$ cat src/rtl/if_fetch_unit_pkg.sv
// Shared definitions for the instruction-fetch front end.
package if_fetch_unit_pkg;

    localparam logic [31:0] RESET_PC_DEFAULT = 32'h0000_0000;
    localparam logic [31:0] BUBBLE_INST      = 32'h0000_0000;
    localparam logic [31:0] PC_STEP          = 32'd4;

    typedef struct packed {
        logic [31:0] pc;
        logic [31:0] inst;
    } fetch_entry_t;

    function automatic logic [31:0] word_align(input logic [31:0] addr);
        return {addr[31:2], 2'b00};
    endfunction

endpackage

$ cat src/rtl/if_fetch_unit_if.sv
// Instruction-memory request/response bus between the fetch unit and imem.
interface if_fetch_unit_if;

    logic        imem_req;
    logic [31:0] imem_addr;
    logic        imem_gnt;
    logic        imem_rvalid;
    logic [31:0] imem_rdata;

    modport master (
        output imem_req,
        output imem_addr,
        input  imem_gnt,
        input  imem_rvalid,
        input  imem_rdata
    );

    modport slave (
        input  imem_req,
        input  imem_addr,
        output imem_gnt,
        output imem_rvalid,
        output imem_rdata
    );

endinterface

$ cat src/rtl/if_fetch_unit_queue.sv
// Small synchronous FIFO of fetched {pc, inst} entries; clear beats push.
module if_fetch_queue
    import if_fetch_unit_pkg::*;
#(
    parameter int DEPTH = 2,
    parameter int CNT_W = 2
) (
    input  logic               clk_i,
    input  logic               rst_i,
    input  logic               push,
    input  logic               pop,
    input  logic               clear,
    input  fetch_entry_t       din,
    output fetch_entry_t       head,
    output logic               full,
    output logic               empty,
    output logic [CNT_W-1:0]   count
);

    localparam int PTR_W = (DEPTH > 1) ? $clog2(DEPTH) : 1;

    fetch_entry_t     mem_q [DEPTH];
    logic [PTR_W-1:0] rd_ptr_q;
    logic [PTR_W-1:0] wr_ptr_q;
    logic [CNT_W-1:0] count_q;

    function automatic logic [PTR_W-1:0] next_ptr(input logic [PTR_W-1:0] p);
        return (p == PTR_W'(DEPTH - 1)) ? '0 : p + 1'b1;
    endfunction

    always_ff @(posedge clk_i or posedge rst_i) begin
        if (rst_i) begin
            rd_ptr_q <= '0;
            wr_ptr_q <= '0;
            count_q  <= '0;
        end else if (clear) begin
            rd_ptr_q <= '0;
            wr_ptr_q <= '0;
            count_q  <= '0;
        end else begin
            if (push) wr_ptr_q <= next_ptr(wr_ptr_q);
            if (pop)  rd_ptr_q <= next_ptr(rd_ptr_q);
            count_q <= count_q + CNT_W'(push) - CNT_W'(pop);
        end
    end

    // Payload needs no reset; only entries below count are ever presented.
    always_ff @(posedge clk_i) begin
        if (push && !clear) mem_q[wr_ptr_q] <= din;
    end

    assign head  = mem_q[rd_ptr_q];
    assign full  = (count_q == CNT_W'(DEPTH));
    assign empty = (count_q == '0);
    assign count = count_q;

endmodule

$ cat src/rtl/if_fetch_unit.sv
// Fetch front end: owns the fetch PC, issues in-order imem requests under a
// credit limit, queues returned words and drops wrong-path responses on redirect.
module if_fetch_unit
    import if_fetch_unit_pkg::*;
#(
    parameter logic [31:0] RESET_PC  = RESET_PC_DEFAULT,
    parameter int          BUF_DEPTH = 2,
    parameter int          MAX_OUTST = 3
) (
    input  logic                    clk_i,
    input  logic                    rst_i,
    input  logic                    stall_i,
    input  logic                    redirect_i,
    input  logic [31:0]             redirect_pc_i,
    if_fetch_unit_if.master         imem,
    output logic [31:0]             inst_o,
    output logic [31:0]             PC_o,
    output logic                    valid_o
);

    localparam int CW = $clog2(MAX_OUTST + BUF_DEPTH + 1);

    logic [31:0]   fetch_pc_q;
    logic [31:0]   resp_pc_q;
    logic [CW-1:0] outst_q;
    logic [CW-1:0] drop_q;

    fetch_entry_t  q_head;
    fetch_entry_t  q_din;
    logic          q_full;
    logic          q_empty;
    logic [CW-1:0] q_count;

    logic          pop;
    logic          push;
    logic          drop_resp;
    logic          credit_ok;
    logic          issue;
    logic          fire;

    always_comb begin
        pop       = 1'b0;
        push      = 1'b0;
        drop_resp = 1'b0;
        credit_ok = 1'b0;
        issue     = 1'b0;
        fire      = 1'b0;

        pop       = !q_empty && !stall_i && !redirect_i;
        drop_resp = (drop_q != '0);
        push      = imem.imem_rvalid && !drop_resp && !redirect_i;
        // Live in-flight words plus queued words must fit the queue; a head
        // being consumed this cycle frees its slot for the next request.
        credit_ok = ((outst_q - drop_q) + q_count - CW'(pop)) < CW'(BUF_DEPTH);
        issue     = !rst_i && !redirect_i && (outst_q < CW'(MAX_OUTST)) && credit_ok;
        fire      = issue && imem.imem_gnt;
    end

    assign imem.imem_req  = issue;
    assign imem.imem_addr = fetch_pc_q;

    always_ff @(posedge clk_i or posedge rst_i) begin
        if (rst_i) begin
            fetch_pc_q <= RESET_PC;
            resp_pc_q  <= RESET_PC;
            outst_q    <= '0;
            drop_q     <= '0;
        end else if (redirect_i) begin
            // Everything still in flight, beyond a word landing right now, is wrong-path.
            fetch_pc_q <= word_align(redirect_pc_i);
            resp_pc_q  <= word_align(redirect_pc_i);
            outst_q    <= outst_q - CW'(imem.imem_rvalid);
            drop_q     <= outst_q - CW'(imem.imem_rvalid);
        end else begin
            if (fire) fetch_pc_q <= fetch_pc_q + PC_STEP;
            outst_q <= outst_q + CW'(fire) - CW'(imem.imem_rvalid);
            if (imem.imem_rvalid) begin
                if (drop_resp) drop_q    <= drop_q - 1'b1;
                else           resp_pc_q <= resp_pc_q + PC_STEP;
            end
        end
    end

    always_comb begin
        q_din      = '0;
        q_din.pc   = resp_pc_q;
        q_din.inst = imem.imem_rdata;
    end

    if_fetch_queue #(
        .DEPTH (BUF_DEPTH),
        .CNT_W (CW)
    ) u_queue (
        .clk_i (clk_i),
        .rst_i (rst_i),
        .push  (push),
        .pop   (pop),
        .clear (redirect_i),
        .din   (q_din),
        .head  (q_head),
        .full  (q_full),
        .empty (q_empty),
        .count (q_count)
    );

    assign valid_o = !q_empty;
    assign inst_o  = valid_o ? q_head.inst : BUBBLE_INST;
    assign PC_o    = valid_o ? q_head.pc   : 32'h0;

    a_no_overflow : assert property (@(posedge clk_i) disable iff (rst_i)
        !(push && q_full));

    a_no_stray_resp : assert property (@(posedge clk_i) disable iff (rst_i)
        !(imem.imem_rvalid && (outst_q == '0)));

endmodule

$ cat src/flat_wrapper.sv
// flat-port wrapper written by rule: the top's interface ports become plain ports
module if_fetch_unit_flat import if_fetch_unit_pkg::*;
#(
    parameter logic [31:0] RESET_PC  = RESET_PC_DEFAULT,
    parameter int          BUF_DEPTH = 2,
    parameter int          MAX_OUTST = 3
)
  (clk_i, rst_i, stall_i, redirect_i, redirect_pc_i, inst_o, PC_o, valid_o, imem_imem_req, imem_imem_addr, imem_imem_gnt, imem_imem_rvalid, imem_imem_rdata);
  if_fetch_unit_if imem_i ();
  input  logic clk_i;
  input  logic rst_i;
  input  logic stall_i;
  input  logic redirect_i;
  input  logic [31:0] redirect_pc_i;
  output logic [31:0] inst_o;
  output logic [31:0] PC_o;
  output logic valid_o;
  output wire logic [$bits(imem_i.imem_req)-1:0] imem_imem_req;
  output wire logic [$bits(imem_i.imem_addr)-1:0] imem_imem_addr;
  input wire logic [$bits(imem_i.imem_gnt)-1:0] imem_imem_gnt;
  input wire logic [$bits(imem_i.imem_rvalid)-1:0] imem_imem_rvalid;
  input wire logic [$bits(imem_i.imem_rdata)-1:0] imem_imem_rdata;
  assign imem_imem_req = imem_i.imem_req;
  assign imem_imem_addr = imem_i.imem_addr;
  assign imem_i.imem_gnt = imem_imem_gnt;
  assign imem_i.imem_rvalid = imem_imem_rvalid;
  assign imem_i.imem_rdata = imem_imem_rdata;
  if_fetch_unit #(.RESET_PC(RESET_PC), .BUF_DEPTH(BUF_DEPTH), .MAX_OUTST(MAX_OUTST)) u_core (.clk_i(clk_i), .rst_i(rst_i), .stall_i(stall_i), .redirect_i(redirect_i), .redirect_pc_i(redirect_pc_i), .imem(imem_i), .inst_o(inst_o), .PC_o(PC_o), .valid_o(valid_o));
endmodule
$ cat config.mk
export PLATFORM = sky130hd
export DESIGN_NAME = if_fetch_unit_flat
export DESIGN_NICKNAME = d
export VERILOG_FILES = /design/src/rtl/if_fetch_unit_pkg.sv /design/src/rtl/if_fetch_unit_if.sv /design/src/rtl/if_fetch_unit_queue.sv /design/src/rtl/if_fetch_unit.sv /design/src/flat_wrapper.sv
export SDC_FILE = /design/constraint.sdc
export NUM_CORES = 1
export LEC_CHECK = 0
export ABC_CLOCK_PERIOD_IN_PS = 7000
export CAP_MARGIN = 30
export CELL_PAD_IN_SITES_DETAIL_PLACEMENT = 0
export CELL_PAD_IN_SITES_GLOBAL_PLACEMENT = 2
export CORE_ASPECT_RATIO = 0.75
export CORE_MARGIN = 1
export CORE_UTILIZATION = 32
export CTS_CLUSTER_DIAMETER = 120
export CTS_CLUSTER_SIZE = 20
export DETAILED_ROUTE_END_ITERATION = 10
export GPL_ROUTABILITY_DRIVEN = 0
export GPL_TIMING_DRIVEN = 0
export HOLD_SLACK_MARGIN = 0.08
export PLACE_DENSITY = 0.85
export RECOVER_POWER = 25
export SETUP_SLACK_MARGIN = 0.3
export SYNTH_ARGS = -nofsm -noshare
export SYNTH_HDL_FRONTEND = slang
export SYNTH_HIERARCHICAL = 1
export SYNTH_SLANG_ARGS = --single-unit
export TNS_END_PERCENT = 5
$ cat constraint.sdc
create_clock -name clk_i -period 7 [get_ports clk_i]
set_clock_uncertainty 0.1 [all_clocks]
set_input_delay 1.05 -clock clk_i [delete_from_list [all_inputs] [get_ports clk_i]]
set_output_delay 1.05 -clock clk_i [all_outputs]
set_load 0.02 [all_outputs]
==> results of run 1 <==
[through the flow]
step,area (um^2),std cells,setup TNS (ns),setup slack [ns],hold WS [ns]
detailed placement,11900,1322,0,0.0261,0.429
floorplan,9670,762,0,1.58,0.362
finish,12600,1354,0,0.547,0.441
global route,12600,1354,0,0.311,0.472
global placement,11800,1317,-23.58,-0.372,0.414
CTS,12600,1354,0,0.516,0.446
[layer usage]
layer / GRT usage / share of wire / vias to the layer above
li1: - / - / 3121
met5: 0 / 0 / -
met2: 0.233 / 0.41 / 238
met3: 0.0406 / 0.066 / 24
met4: 0.0448 / 0.013 / 0
met1: 0.252 / 0.51 / 3111
[flip-flops by register name, summed over array words and instances, names as in the netlist]
register and flops:
u_core/u_queue/mem_q 128, u_core/imem.imem_addr 30, u_core/u_queue/rd_ptr_q 1, u_core/drop_q 3, u_core/u_queue/count 3, u_core/resp_pc_q 30, u_core/u_queue/wr_ptr_q 1, u_core/outst_q 3
[worst max-delay path, cell delays in order]
cell             delay (ns)
dlygate4sd2_1          0.45
clkbuf_1               0.34
or3_1                  0.48
fa_1                   0.50
inv_1                  0.05
fa_1                   0.42
nand2b_1               0.16
fa_1                   0.48
nor4b_4                0.27
nand2_1                0.23
nor2_1                 0.23
clkdlybuf4s50_1        0.64
[power by group]
group	internal (uW)	switching [uW]	leakage [uW]
Clock	550	490	0.000305
Sequential	1340	113	0.00202
Combinational	680	786	0.00229
[layout make-up]
class | instances | area (um^2)
Buffer | 31 | 184
Clock buffer | 17 | 425
Clock inverter | 15 | 206
Fill cell | 2731 | 16800
Inverter | 42 | 163
Multi-Input combinational cell | 490 | 3710
Sequential cell | 199 | 5620
Tap cell | 392 | 490
Timing Repair Buffer | 168 | 1750
[path summary, 6_finish.rpt]
check | start | to | cells past startpoint
worst min-delay path | u_core/resp_pc_q[14] | u_core/u_queue/mem_q[0][46] | 0
min in group asynchronous | rst_i | u_core/u_queue/count[2] | 2
worst min register to register | u_core/resp_pc_q[14] | u_core/u_queue/mem_q[0][46] | 0
max in group asynchronous | rst_i | u_core/outst_q[2] | 2
worst max-delay path | redirect_i | imem_imem_req | 12
worst max register to register | u_core/u_queue/count[2] | u_core/outst_q[2] | 19
[cell usage in the layout, fill, tap and decap left out, types with 17 or more instances in the layout]
cell type and count:
dfrtp_1 71, nor2_1 19, a21oi_1 21, dlygate4sd3_1 30, clkdlybuf4s50_1 132, edfxtp_1 128, o21ai_0 39, nand3_1 27
xor2_1 23, nor2b_1 66, nand4_1 20, mux2_4 50, clkbuf_1 18, inv_1 39, nand2_1 51, clkbuf_16 17
[timing repair]
| action | 4_1_cts | 5_1_grt |
|---|---|---|
| hold buffers | 0 | 0 |
| endpoints found under the setup margin | 1 | 0 |
| gates resized for setup | 1 | 0 |
==> impl_metrics.py, run 1 <==
metrics = {
    "floorplanning": {
        "rows": 54,
        "die_h_um": 152,
        "die_area_mm2": 0.0308,
        "ios": 168,
        "die_w_um": 202,
        "initial_utilization": 0.329,
        "coreArea_mm2": 0.0293,
    },
    "grt": {
        "track_usage": 0.166,
        "grt-ovfl-total": 0,
        "first_global_vias": 6454,
        "antenna_found_initial": 0,
        "grt_pass1_wl_um": 38700,
        "grt_max_degree": 67,
    },
    "cells_and_area": {
        "drive_above_1_share": 0.132,
        "fin_nets": 1036,
        "syn_to_final_growth_pct": 30.1,
        "antenna_cells": 0,
        "post-route-util": 0.428,
    },
    "route": {
        "vias": 6494,
        "vias_per_cell": 4.80,
        "wl_per_cell_um": 18.4,
        "drt_iter0_markers": 517,
        "wl_um": 24900,
        "ant_nets": 0,
        "drt-pass1-iter-count": 5,
        "remaining_drc_errors": 0,
    },
    "clock_tree": {
        "cts_buffer_depth": 2,
        "cts_num_sinks": 199,
        "cts-htree-levels": 4,
        "ctsRootBufferMaster": "clkbuf_16",
        "cts_buffers": 17,
        "post_cts_buffers": 0,
        "worst_skew_pair.late_latency_ns": 0.44,
        "cts_tree": "built",
        "clkTransAtPathRegs_ns": 0.07,
    },
    "worst_setup_path": {
        "critPathCaptureType": "output port",
        "crit_path_start_kind": "primary input",
        "r2r_slack_ns": 1.03,
        "critPathKind": "primary input to output port",
        "cp_max_fo": 13,
        "worstPathArrival_ns": 5.30,
        "cp_data_required_time_ns": 5.85,
    },
    "timing": {
        "finalCriticalPeriod_ns": 6.45,
        "worst_slew_pin_slew_ns": 0.976,
        "relSlewSlack": 0.344,
        "hold_viol": 0,
        "setup_viol": 0,
        "period_share": 0.922,
        "rsz0062_at_grt": "no",
        "clock.fmax_mhz": 155,
        "drv_slew": 0,
    },
    "power": {
        "p_leak_uw": 0.00462,
        "finalPower_uw": 3960,
        "ir_drop_mv": 0.204,
        "power-per-cell-area_mw_per_mm2": 316,
    },
    "logic_synthesis": {
        "synth_warnings": 6,
        "syn_area_per_cell_um2": 12.7,
        "synthCells": 757,
        "syn_area_mm2": 0.00965,
    },
    "run_status": {
        "status": "completed",
    },
    "placement": {
        "port_buffers": 163,
        "dp_hpwl_um": 18400,
    },
    "job": {
        "maxCapViolCount": 0,
    },
    "min_path": {
        "hold_path.class": "register to register",
    },
}
(Power assumes the default switching activity.)
==> inputs of run 2 (changes only) <==
Settings changed: SLEW_MARGIN set to 5.
==> impl_metrics.py, run 2 (synthesis results as in run 1) <==
metrics = {
    "clock_tree": {
        "cts_num_sinks": 199,
        "cts_tree": "built",
        "clkTransAtPathRegs_ns": 0.08,
        "cts_buffers": 17,
        "hold_buffers": 0,
        "cts-htree-levels": 4,
        "ctsRootBufferMaster": "clkbuf_16",
        "worst_skew_pair.late_latency_ns": 0.44,
        "cts_buffer_depth": 2,
    },
    "floorplanning": {
        "coreArea_mm2": 0.0293,
        "initial_utilization": 0.329,
        "die_area_mm2": 0.0308,
        "ios": 168,
        "die_h_um": 152,
        "die_w_um": 202,
        "rows": 54,
    },
    "grt": {
        "antenna_found_initial": 0,
        "grt_use_met2": 0.243,
        "grt_max_degree": 40,
        "grt_pass1_wl_um": 39000,
        "first_global_vias": 6510,
        "track_usage": 0.166,
        "globalRouteMet1Util": 0.244,
        "grt-ovfl-total": 0,
        "grt.busiest_layer": "met1",
        "use_met3": 0.0462,
    },
    "cells_and_area": {
        "final_cell_mix": "clkdlybuf4s50_1 (132), edfxtp_1 (128), dfrtp_1 (71)",
        "largest_register_ffs": 128,
        "nFillCells": 2731,
        "layout_commonest_cell": "clkdlybuf4s50_1",
        "multiInputGateArea_mm2": 0.00371,
        "regArea_mm2": 0.00562,
        "finalNonFillerCells": 1355,
        "antenna_cells": 0,
        "regMostFlops": "u_core/u_queue/mem_q",
        "drive_above_1_share": 0.133,
        "fin_nets": 1037,
        "syn_to_final_growth_pct": 30.3,
    },
    "timing": {
        "hold_viol": 0,
        "worst_slew_pin_slew_ns": 0.935,
        "rsz0062_at_grt": "no",
        "holdWs_ns": 0.434,
        "setup_viol": 0,
        "clock.fmax_mhz": 155,
        "layout_setup_ws_ns": 0.552,
        "drv_slew": 0,
        "finalCriticalPeriod_ns": 6.45,
        "period_share": 0.921,
        "relSlewSlack": 0.371,
    },
    "placement": {
        "dp_hpwl_um": 18500,
        "port_buffers": 163,
        "dp_slack_ns": 0.0376,
        "numPlacedInstances": 1323,
    },
    "min_path": {
        "hp-start": "u_core/resp_pc_q[9]",
        "hold-path-cell-count": 0,
        "holdPathEnd": "u_core/u_queue/mem_q[0][41]",
        "hold_path.class": "register to register",
    },
    "power": {
        "seqPwrFrac": 0.365,
        "ir_drop_mv": 0.173,
        "p_leak_uw": 0.00463,
        "p_comb_frac": 0.371,
        "switchingPower_uw": 1450,
        "clkPwrFrac": 0.264,
        "switching_share": 0.364,
        "power-per-cell-area_mw_per_mm2": 317,
        "internal-power_uw": 2530,
        "finalPower_uw": 3980,
    },
    "worst_setup_path": {
        "cp_data_required_time_ns": 5.85,
        "slowest_stage": "clkdlybuf4s50_1",
        "critPathKind": "primary input to output port",
        "path_delay_family": "buffers and inverters",
        "r2r_cells": 19,
        "r2r_start": "u_core/u_queue/count[1]",
        "crit_path_start_kind": "primary input",
        "reg2reg_to": "u_core/outst_q[1]",
        "cp_max_fo": 13,
        "r2r_slack_ns": 0.92,
        "crit_top_cell": "fa_1",
        "slowest_delay_ns": 0.63,
        "critPathCaptureType": "output port",
        "critPathBufInv": 4,
        "worstPathArrival_ns": 5.30,
        "path_cells": "dlygate4sd2_1, clkbuf_1, or3_1, fa_1, inv_1, fa_1, nand2b_1, fa_1, nor4b_4, nand2_1, nor2_1, clkdlybuf4s50_1",
    },
    "route": {
        "vias": 6543,
        "wl_per_cell_um": 18.5,
        "remaining_drc_errors": 0,
        "vias_per_cell": 4.83,
        "ant_nets": 0,
        "drt_iter0_markers": 529,
        "wl_um": 25100,
        "drt-pass1-iter-count": 5,
    },
    "job": {
        "maxCapViolCount": 0,
    },
    "run_status": {
        "status": "completed",
    },
}
## run 2: changes by cell type in the layout (fill, tap and decap cells not counted)
cell,change
inv_12,+4
clkinv_4,-2
buf_8,+1
buf_12,+1
buf_16,-1
inv_8,+1
clkinv_2,-1
inv_16,+1
bufinv_16,-2
clkinvlp_4,-1
## run 2: layout make-up
type | instances | share of cell area
clock buffer | 17 | 0.0339
multi-input combinational | 490 | 0.296
timing repair buffer | 169 | 0.140
inverter | 42 | 0.0129
tap | 392 | 0.0390
sequential | 199 | 0.447
buffer | 31 | 0.0146
clock inverter | 15 | 0.0169
## run 2: how the worst max path moves through the flow
stage / cells after the start / from / endpoint
finish: 12 / redirect_i / imem_imem_req
global route: 12 / redirect_i / imem_imem_req
CTS: 12 / redirect_i / imem_imem_req
detailed placement: 19 / redirect_i / u_core/outst_q[2]
global placement: 5 / redirect_i / u_core/u_queue/mem_q[0][53]
floorplan: 18 / redirect_i / u_core/outst_q[2]
## run 2: timing repair
action / in CTS / in global routing
resized for setup: 1 / 0
endpoints found under the setup margin: 1 / 0
buffers inserted: 0 / 0
## run 2: power groups by stage
| stage | Sequential [uW] | Combinational [uW] | Clock, uW |
|---|---|---|---|
| floorplan | 1480 | 879 | 0 |
| global placement | 1480 | 1460 | 0 |
| detailed placement | 1480 | 1480 | 0 |
| CTS | 1450 | 1500 | 1070 |
| global route | 1470 | 1600 | 1120 |
| finish | 1450 | 1480 | 1050 |
## run 2: metrics by stage
step / utilization / TNS [ns] / cell area (um^2)
6_report: 0.429 / 0 / 12600
5_1_grt: 0.429 / 0 / 12600
4_1_cts: 0.429 / 0 / 12600
3_5_place_dp: 0.407 / 0 / 11900
3_3_place_gp: 0.402 / -23.58 / 11800
2_1_floorplan: - / 0 / 9670
## run 2: per-layer routing
layer / vias up / part of all wire
met1: 3190 / 0.50
met4: 0 / 0.0074
li1: 3140 / -
met5: - / 0
met2: 199 / 0.43
met3: 14 / 0.066
==> inputs of run 3 (changes only) <==
Settings changed: CORE_UTILIZATION 32 to 39, DONT_BUFFER_PORTS set to 1.
==> impl_metrics.py, run 3 (synthesis results as in run 1) <==
metrics = {
    "grt": {
        "first_global_vias": 5774,
        "antenna_found_initial": 1,
        "grt-ovfl-total": 0,
        "grt_pass1_wl_um": 35300,
        "track_usage": 0.186,
        "grt_max_degree": 56,
    },
    "power": {
        "switchingPower_uw": 1370,
        "ir_drop_mv": 0.162,
        "seqPwrFrac": 0.413,
        "p_leak_uw": 0.00401,
        "clkPwrFrac": 0.290,
        "finalPower_uw": 3620,
        "switching_share": 0.378,
        "power-per-cell-area_mw_per_mm2": 333,
        "internal-power_uw": 2250,
        "p_comb_frac": 0.297,
    },
    "floorplanning": {
        "rows": 49,
        "die_w_um": 184,
        "die_h_um": 138,
        "initial_utilization": 0.400,
        "die_area_mm2": 0.0254,
        "coreArea_mm2": 0.0241,
        "ios": 168,
    },
    "clock_tree": {
        "ctsRootBufferMaster": "clkbuf_16",
        "cts_buffer_depth": 2,
        "cts_tree": "built",
        "post_cts_buffers": 0,
        "cts_buffers": 17,
        "hold_buffers": 0,
        "ctsResizeCount": 0,
        "worst_skew_pair.late_latency_ns": 0.43,
        "clkTransAtPathRegs_ns": 0.08,
        "cts_num_sinks": 199,
        "cts-htree-levels": 4,
    },
    "worst_setup_path": {
        "cp_max_fo": 10,
        "slowest_delay_ns": 0.50,
        "r2r_cells": 20,
        "critPathKind": "register to register",
        "path_cells": "nor3_1, buf_4, clkbuf_1, or3_1, fa_1, inv_1, fa_1, nand2b_1, fa_1, nor4b_4, nand2_1, nor3_4, inv_4, buf_4, ha_1, inv_1, ha_1, fa_1, inv_1, o21ai_0",
        "cp_data_required_time_ns": 7.24,
        "worstPathArrival_ns": 6.10,
        "crit_path_start_kind": "register",
        "path_delay_family": "adder cells",
        "worst-path-stages": 20,
        "critPathCaptureType": "register",
        "critPathBufInv": 7,
        "crit_top_cell": "fa_1",
        "slowest_stage": "clkbuf_1",
    },
    "cells_and_area": {
        "nFillCells": 2206,
        "regMostFlops": "u_core/u_queue/mem_q",
        "fin_nets": 875,
        "post-route-util": 0.451,
        "multiInputGateArea_mm2": 0.00371,
        "regArea_mm2": 0.00562,
        "largest_register_ffs": 128,
        "syn_to_final_growth_pct": 12.7,
        "drive_above_1_share": 0.161,
        "final_cell_mix": "edfxtp_1 (128), dfrtp_1 (71), nor2b_1 (66)",
        "layout_commonest_cell": "edfxtp_1",
    },
    "placement": {
        "dp_hpwl_um": 16900,
        "port_buffers": 0,
        "dp_slack_ns": 0.952,
    },
    "timing": {
        "hold_viol": 0,
        "period_share": 0.836,
        "setup_viol": 0,
        "layout_setup_ws_ns": 1.14,
        "clock.fmax_mhz": 171,
        "finalSetupTns_ns": 0,
        "drv_slew": 0,
        "rsz0062_at_grt": "no",
        "relSlewSlack": 0.439,
        "finalCriticalPeriod_ns": 5.86,
        "worst_slew_pin_slew_ns": 0.818,
    },
    "min_path": {
        "hold_path.class": "primary input to asynchronous set/reset pin",
    },
    "job": {
        "maxCapViolCount": 0,
    },
    "route": {
        "wl_um": 22900,
        "remaining_drc_errors": 0,
        "drt_iter0_markers": 503,
        "drt-pass1-iter-count": 5,
        "vias": 5906,
        "vias_per_cell": 5.21,
        "ant_nets": 0,
        "wl_per_cell_um": 20.2,
    },
    "run_status": {
        "status": "completed",
    },
}
==> run 3: cell types whose count changed in the layout (fill, tap and decap cells not counted) <==
cell             delta
dlygate4sd2_1       -1
inv_12              +1
dlygate4sd3_1      -30
inv_4               -1
clkinvlp_2          +1
inv_8               -2
clkinv_8            +1
buf_8               +1
diode_2             +1
inv_6               -1
buf_12              -1
clkdlybuf4s50_1   -132
clkinv_4            +1
buf_4               +1
==> run 3: worst register-to-register path: stages (launching register included) <==
cell      delay [ns]
dfrtp_1         0.44
nor3_1          0.26
buf_4           0.20
clkbuf_1        0.50
or3_1           0.24
fa_1            0.42
inv_1           0.09
fa_1            0.41
nand2b_1        0.17
fa_1            0.49
nor4b_4         0.26
nand2_1         0.24
nor3_4          0.47
inv_4           0.10
buf_4           0.20
ha_1            0.28
inv_1           0.04
ha_1            0.18
fa_1            0.48
inv_1           0.03
o21ai_0         0.16
==> run 3: final cells by class <==
| class | instances | area share |
|---|---|---|
| buffer | 31 | 0.0169 |
| sequential | 199 | 0.517 |
| multi-input combinational | 490 | 0.342 |
| clock inverter | 15 | 0.0205 |
| tap | 331 | 0.0381 |
| inverter | 42 | 0.0148 |
| antenna | 1 | 0.000230 |
| clock buffer | 17 | 0.0391 |
| timing repair buffer | 7 | 0.0117 |
==> run 3: stage by stage <==
stage / cell area, um^2 / hold WS [ns] / std cells
after global routing: 10900 / 0.300 / 1132
after global placement: 10100 / 0.392 / 1093
after floorplan: 9670 / 0.362 / 762
after detailed placement: 10200 / 0.415 / 1100
after CTS: 10900 / 0.272 / 1132
final: 10900 / 0.311 / 1133
==> run 3: final timing paths <==
check / startpoint / end / slack (ns)
max in group asynchronous: rst_i / u_core/resp_pc_q[18] / 5.69
worst min register to register: u_core/resp_pc_q[29] / u_core/u_queue/mem_q[0][61] / 0.43
worst min-delay path: rst_i / u_core/u_queue/wr_ptr_q / 0.31
worst max-delay path: u_core/u_queue/count[2] / u_core/outst_q[1] / 1.14
worst max register to register: u_core/u_queue/count[2] / u_core/outst_q[1] / 1.14
min in group clk_i: u_core/resp_pc_q[29] / u_core/u_queue/mem_q[0][61] / 0.43
==> run 3: metal layers <==
metal | GRT usage | part of all wire | up-vias | routed length (um)
met5 | 0 | 0 | - | 0
met4 | 0.0456 | 0.013 | 0 | 295
met3 | 0.0582 | 0.082 | 16 | 1870
met2 | 0.250 | 0.41 | 199 | 9410
met1 | 0.287 | 0.49 | 2891 | 11300
li1 | - | - | 2800 | -
==> run 3: power groups by stage <==
stage	registers, uW	clock network, uW	logic (uW)
CTS	1490	1070	1090
global route	1510	1130	1180
global placement	1520	0	1060
detailed placement	1520	0	1080
finish	1490	1050	1070
floorplan	1480	0	879
